==> src/rtl/instr_encoder.sv <==
// Single-entry MIPS instruction encoder with valid/ready handshakes on both sides.
// It tags each emitted word with a wrapping 8-bit word address and keeps a sticky illegal-op flag.
module instr_encoder (
    input  logic        clk,
    input  logic        reset,
    input  logic        in_valid,
    output logic        in_ready,
    input  logic [3:0]  op_sel,
    input  logic [4:0]  rs,
    input  logic [4:0]  rt,
    input  logic [4:0]  rd,
    input  logic [15:0] imm,
    input  logic [25:0] target,
    output logic        out_valid,
    input  logic        out_ready,
    output logic [31:0] instr,
    output logic [7:0]  addr,
    output logic        err,
    input  logic        flush
);

    localparam logic EMPTY = 1'b0;
    localparam logic FULL  = 1'b1;

    localparam logic [3:0] OP_ADD  = 4'd0;
    localparam logic [3:0] OP_SUB  = 4'd1;
    localparam logic [3:0] OP_AND  = 4'd2;
    localparam logic [3:0] OP_OR   = 4'd3;
    localparam logic [3:0] OP_SLT  = 4'd4;
    localparam logic [3:0] OP_LW   = 4'd5;
    localparam logic [3:0] OP_SW   = 4'd6;
    localparam logic [3:0] OP_BEQ  = 4'd7;
    localparam logic [3:0] OP_ADDI = 4'd8;
    localparam logic [3:0] OP_J    = 4'd9;
    localparam logic [3:0] OP_NOP  = 4'd10;

    function automatic logic [31:0] encode(
        input logic [3:0]  op,
        input logic [4:0]  f_rs,
        input logic [4:0]  f_rt,
        input logic [4:0]  f_rd,
        input logic [15:0] f_imm,
        input logic [25:0] f_tgt
    );
        logic [31:0] w;
        case (op)
            OP_ADD:  w = {6'b000000, f_rs, f_rt, f_rd, 5'b00000, 6'b100000};
            OP_SUB:  w = {6'b000000, f_rs, f_rt, f_rd, 5'b00000, 6'b100010};
            OP_AND:  w = {6'b000000, f_rs, f_rt, f_rd, 5'b00000, 6'b100100};
            OP_OR:   w = {6'b000000, f_rs, f_rt, f_rd, 5'b00000, 6'b100101};
            OP_SLT:  w = {6'b000000, f_rs, f_rt, f_rd, 5'b00000, 6'b101010};
            OP_LW:   w = {6'b100011, f_rs, f_rt, f_imm};
            OP_SW:   w = {6'b101011, f_rs, f_rt, f_imm};
            OP_BEQ:  w = {6'b000100, f_rs, f_rt, f_imm};
            OP_ADDI: w = {6'b001000, f_rs, f_rt, f_imm};
            OP_J:    w = {6'b000010, f_tgt};
            OP_NOP:  w = 32'h00000000;
            default: w = 32'h00000000;
        endcase
        return w;
    endfunction

    logic        state_q, state_d;
    logic [31:0] instr_q, instr_d;
    logic [7:0]  addr_q, addr_d;
    logic        err_q, err_d;
    logic        in_hs_s, out_hs_s, legal_s;

    // Handshake qualification; reset and flush block acceptance outright.
    always_comb begin
        in_ready = 1'b0;
        if (reset || flush) begin
            in_ready = 1'b0;
        end else begin
            in_ready = (state_q == EMPTY) || out_ready;
        end
        in_hs_s  = in_valid && in_ready;
        out_hs_s = (state_q == FULL) && out_ready;
        legal_s  = (op_sel <= OP_NOP);
    end

    // Next-state: flush dominates; an illegal request only raises err.
    always_comb begin
        state_d = state_q;
        instr_d = instr_q;
        addr_d  = addr_q;
        err_d   = err_q;
        if (flush) begin
            state_d = EMPTY;
            addr_d  = 8'd0;
        end else begin
            if (out_hs_s) begin
                state_d = EMPTY;
                addr_d  = addr_q + 8'd1;
            end else begin
                addr_d  = addr_q;
            end
            if (in_hs_s) begin
                if (legal_s) begin
                    state_d = FULL;
                    instr_d = encode(op_sel, rs, rt, rd, imm, target);
                end else begin
                    err_d   = 1'b1;
                end
            end else begin
                instr_d = instr_q;
            end
        end
    end

    // State registers with synchronous reset.
    always_ff @(posedge clk) begin
        if (reset) begin
            state_q <= EMPTY;
            instr_q <= 32'h00000000;
            addr_q  <= 8'd0;
            err_q   <= 1'b0;
        end else begin
            state_q <= state_d;
            instr_q <= instr_d;
            addr_q  <= addr_d;
            err_q   <= err_d;
        end
    end

    assign out_valid = (state_q == FULL);
    assign instr     = instr_q;
    assign addr      = addr_q;
    assign err       = err_q;

endmodule
==> config.mk <==
export PLATFORM = sky130hd
export DESIGN_NAME = instr_encoder
export DESIGN_NICKNAME = d
export VERILOG_FILES = /design/src/rtl/instr_encoder.sv
export SDC_FILE = /design/constraint.sdc
export NUM_CORES = 1
export LEC_CHECK = 0
export CAP_MARGIN = 20
export CORE_MARGIN = 2
export CORE_UTILIZATION = 30
export CTS_BUF_LIST = sky130_fd_sc_hd__clkbuf_2
export DETAILED_ROUTE_END_ITERATION = 10
export PLACE_DENSITY = 0.66
export REMOVE_ABC_BUFFERS = 1
export SLEW_MARGIN = 5
export SYNTH_ARGS = -nofsm -noshare
export SYNTH_HDL_FRONTEND = slang
export SYNTH_SLANG_ARGS = --single-unit
==> constraint.sdc <==
create_clock -name clk -period 4 [get_ports clk]
set_input_delay 1.2 -clock clk [delete_from_list [all_inputs] [get_ports clk]]
set_output_delay 1.2 -clock clk [all_outputs]
set_load 0.1 [all_outputs]
# Word level (Yosys, flattened, before mapping)
# Cells that the tools add are included.
dict set report totals {
  ff_bits 42
  latch_bits 0
  ramBits 0
  mem_bits_ro 0
  input_bits 66
  output_inout_bits 43
  wordCells 31
  memories 0
}
dict set report classes {
  n_addsub 1
  n_mul 0
  n_div 0
  order_cmp 1
  n_eq_ne 9
  n_shift 0
  n_mux 5
  bitwise_logic 3
  n_reduce_logical 8
}
# cell n
set op_table {}
lappend op_table {{$pmux 32 s10} 1}
lappend op_table {{$eq 4x3->1 const B} 4}
lappend op_table {{$add 8x1->8 const B} 1}
lappend op_table {{$eq 4x2->1 const B} 2}
lappend op_table {{$eq 4x4->1 const B} 2}
lappend op_table {{$reduce_and 3->1} 2}
lappend op_table {{$eq 4x1->1 const B} 1}
lappend op_table {{$le 4x4->1 const B} 1}
lappend op_table {{$logic_not 4->1} 1}
lappend op_table {{$mux 1} 4}
lappend op_table {{$not 1->1} 3}
lappend op_table {{$logic_and 1x1->1} 2}
lappend op_table {{$logic_or 1x1->1} 2}
lappend op_table {{$reduce_or 2->1} 1}

# Depth between registers and ports, before layout
dict set report logic_depth {
  word_depth 5
  ltp_mapped 6
  depth_no_buf 4
}

# Worst setup path after synthesis
# Ideal clock, no wire load.
dict set report synth_timing {
  path_type {input -> output}
  start {in out_ready}
  end {out in_ready}
  t_arrival_ns 2.079
  required_time_ns 2.800
  setup_slack_ns 0.721
  stages 2
  n_path_buf 0
  path_cell_list {nand2b_1 > and2_1}
}
dict set report synth_via {
  elab_chain_len 2
}
# item line
set synth_lines {}
lappend synth_lines {{start, declared} 15} ;# input logic out_ready,
lappend synth_lines {{$logic_or 1x1->1} 75} ;# in_ready = (state_q == EMPTY) || out_ready;
lappend synth_lines {{$mux 1} 72} ;# if (reset || flush) begin
lappend synth_lines {{end, declared} 7} ;# output logic in_ready,
# Every way passes these cells.

# Worst setup path after layout
dict set report layout_timing {
  start {in reset}
  end {out in_ready}
}
dict set report layout_via {
  elab_chain_len 2
}
# item line
set layout_lines {}
lappend layout_lines {{start, declared} 5} ;# input logic reset,
lappend layout_lines {{$logic_or 1x1->1} 72}
lappend layout_lines {{$mux 1} 72}
# Every way passes these cells.

==> qor.txt <==
Global-route wire length before repair = 8760 um
Final HPWL from detailed placement = 3970 um
Number of vias in the routed layout = 1868
Req. time, crit path = 2.80 ns
Actual slew at the worst max-slew pin = 0.995 ns
Achievable Freq = 0.296 GHz
Leading cell type in the layout, fill and taps excluded = clkdlybuf4s50_1
Die outline area = 7010 um2
Hold-fix buffers at CTS = 0
IO Pins = 109
Setup-violating endpoint count in the final report = 0
Final Slew Violations = 0
Core region area = 6240 um2
Layout Nets = 363
Floorplan row count = 29
Clock transition time at the flip-flop clock pins of the worst setup and hold paths = 0.19 ns
Result of the run = complete, no violations
Antenna violations before repair = 0
Placement Cell Area = 3010 um2
CTS Buffer Depth = 2
Final period demand of the worst path = 3.38 ns
Sequential-to-total area share from yosys stat = 42.0%
Number of cells upsized or downsized after cts = 0
Leakage power total = 1.07 nW
Buffers inserted during post-CTS setup optimization = 0
Worst-case hold slack = 0.484 ns
Total power after layout = 0.000787 W
Most frequent cells in the layout = clkdlybuf4s50_1 (103), dfxtp_1 (40), o2bb2ai_1 (26)
Startpoint class of the critical path = input pin
Global Route Usage Sum = 15.3%
Share of Yosys cell area claimed by the top area cell type = 42.0%
Die extent in y = 83.8 um
Critical path class = input pin to primary output
Maximum Capacitance Violations = 0
Insertion delay to the later sink of the worst-skew pair = 0.40 ns
Final worst-path cycle share = 84.6%
Syn Inst Count = 195
Largest cells by area after synthesis = dfxtp_1 (42%), o2bb2ai_1 (12%), a22oi_1 (7.5%)
CP Data Arrival Time = 2.18 ns
Setup TNS = 0 ns
Final antenna diode count = 0
R2R setup slack = 2.57 ns
CTS root buf = clkbuf_2
Flip-flop and latch count after synthesis = 40
P&R area growth vs syn = 60.3%
Crit path cell chain = clkdlybuf4s50_1 -> nor2_1 -> and2_1 -> buf_12
X dimension of the die = 83.8 um
Setup repair after global routing missed its margin = no
Number of buffers inserted during clock tree synthesis = 5
Grt total ovfl = 0
Maximum number of pins on one net before global-route repair = 31
CTS tree = built
Avg Inst Size Synth = 9.79 um2
Worst clock skew = 0.0204 ns
Crit path setup slack, layout = 0.617 ns
Number of warnings issued by yosys = 0
Slew HR = 33.5%
Cell type contributing the most total cell area after synthesis = dfxtp_1
DRC violation count after routing = 0
Setup Slack @ Placement = 0.614 ns
Fraction of layout instances using a drive strength above 1 = 9.43%
Count of cell types in the netlist = 38
Worst setup EP type = primary output
Effective utilization at floorplan = 30.6%
Layout Cell Area excl Fill = 3060 um2
RePlAce Congestion = 0.694
Crit-path max FO = 5
DRC marker count from the first detailed-route iteration = 71
Average vias per placed instance = 4.99
Total standard cell area after synthesis = 1910 um2
CTS sink cnt = 40
Drt total wl = 5470 um
First-pass iteration count of the detailed router = 4
CTS HTree Levels = 2
Via count of the first global-routing pass = 1813
Worst hold path type = flip-flop to flip-flop
Average wire per standard cell = 14.6 um
Largest voltage drop on the vdd net = 0.000159 V
Number of hold violations in the final report = 0
Number of buffers inserted by port buffering = 107
Antenna-violating nets left = 0
Biggest cell delay along the critical path = 0.48 ns
Ratio of total power to cell area = 257 nW/um2
CP max stage cell = clkdlybuf4s50_1
[metal layers]
layer	up-vias	wire length, um	GRT usage, %
li1	939	-	-
met1	865	2480	18.7
met2	54	2630	26.5
met3	10	272	3.46
met4	0	84	4.99
met5	-	0	0
[kinds of logic after synthesis]
logic type                 synth area share, %
AOI/OAI and AO/OA                         31.3
muxes                                     2.89
buffers and inverters                     5.90
xor gates and xnor gates                  3.67
adders and majority gates                0.656
and+or+nand+nor                           13.4
DFF                                       42.0
other                                    0.197
[power by group]
part | total, W | switching, W | leakage (nW) | internal [W]
Clock | 0.000178 | 0.000138 | 0.0226 | 0.0000405
Sequential | 0.000407 | 0.00000264 | 0.323 | 0.000405
Combinational | 0.000201 | 0.000107 | 0.722 | 0.0000946
Total | 0.000787 | 0.000247 | 1.07 | 0.000540
[synthesized netlist by cell type]
library cell,count
a32o_1,2
a21oi_1,8
nor2_1,15
nand4_1,4
and4bb_2,1
o21a_1,1
a221oi_1,3
conb_1,1
buf_2,9
mux2i_4,1
a21oi_2,1
nor3b_1,1
nand2b_1,3
nand2_1,5
inv_1,2
a22o_1,3
nand3_1,2
or2_1,1
and3_1,4
dfxtp_1,40
mux2i_1,1
a21o_1,1
o2bb2ai_1,26
xnor2_1,1
and2_1,8
buf_4,5
a221oi_2,4
or2_2,1
o21ai_2,1
ha_1,1
clkbuf_1,3
buf_6,1
mux2_2,2
a31oi_1,2
xor2_1,7
o21ai_0,2
a22oi_1,19
nor2b_1,3
[state kept, by name, summed over array words and instances, names as in the netlist]
| register | count |
|---|---|
| err | 1 |
| addr | 8 |
| instr | 30 |
| out_valid | 1 |
[path summary, 6_finish.rpt]
path / endpoint / cells after the start / startpoint
hold reg to reg: instr[23]$_SDFFE_PP0P_ / 1 / instr[23]$_SDFFE_PP0P_
setup reg to reg: instr[3]$_SDFFE_PP0P_ / 5 / out_valid$_SDFF_PP0_
hold / removal: instr[23]$_SDFFE_PP0P_ / 1 / instr[23]$_SDFFE_PP0P_
setup / recovery: in_ready / 4 / reset
[stage by stage]
step           cells  util, %
2_1_floorplan    177        -
3_5_place_dp     366     48.3
6_report         374     49.0
5_1_grt          374     49.0
3_3_place_gp     366     48.3
4_1_cts          374     49.0
[cell type report]
class	instances	area [um2]
Timing Repair Buffer	112	1110
Tap cell	77	96.3
Sequential cell	40	801
Clock buffer	5	25.0
Fill cell	617	3180
Multi-Input combinational cell	135	998
Clock inverter	3	18.8
Inverter	2	7.51
[critical path: cells and delay by family]
| kind | cells | cell delay [ns] |
|---|---|---|
| buffers and inverters | 2 | 0.66 |
| AND/OR/NAND/NOR | 2 | 0.32 |
Note: power is estimated with default switching activity, not from simulation.
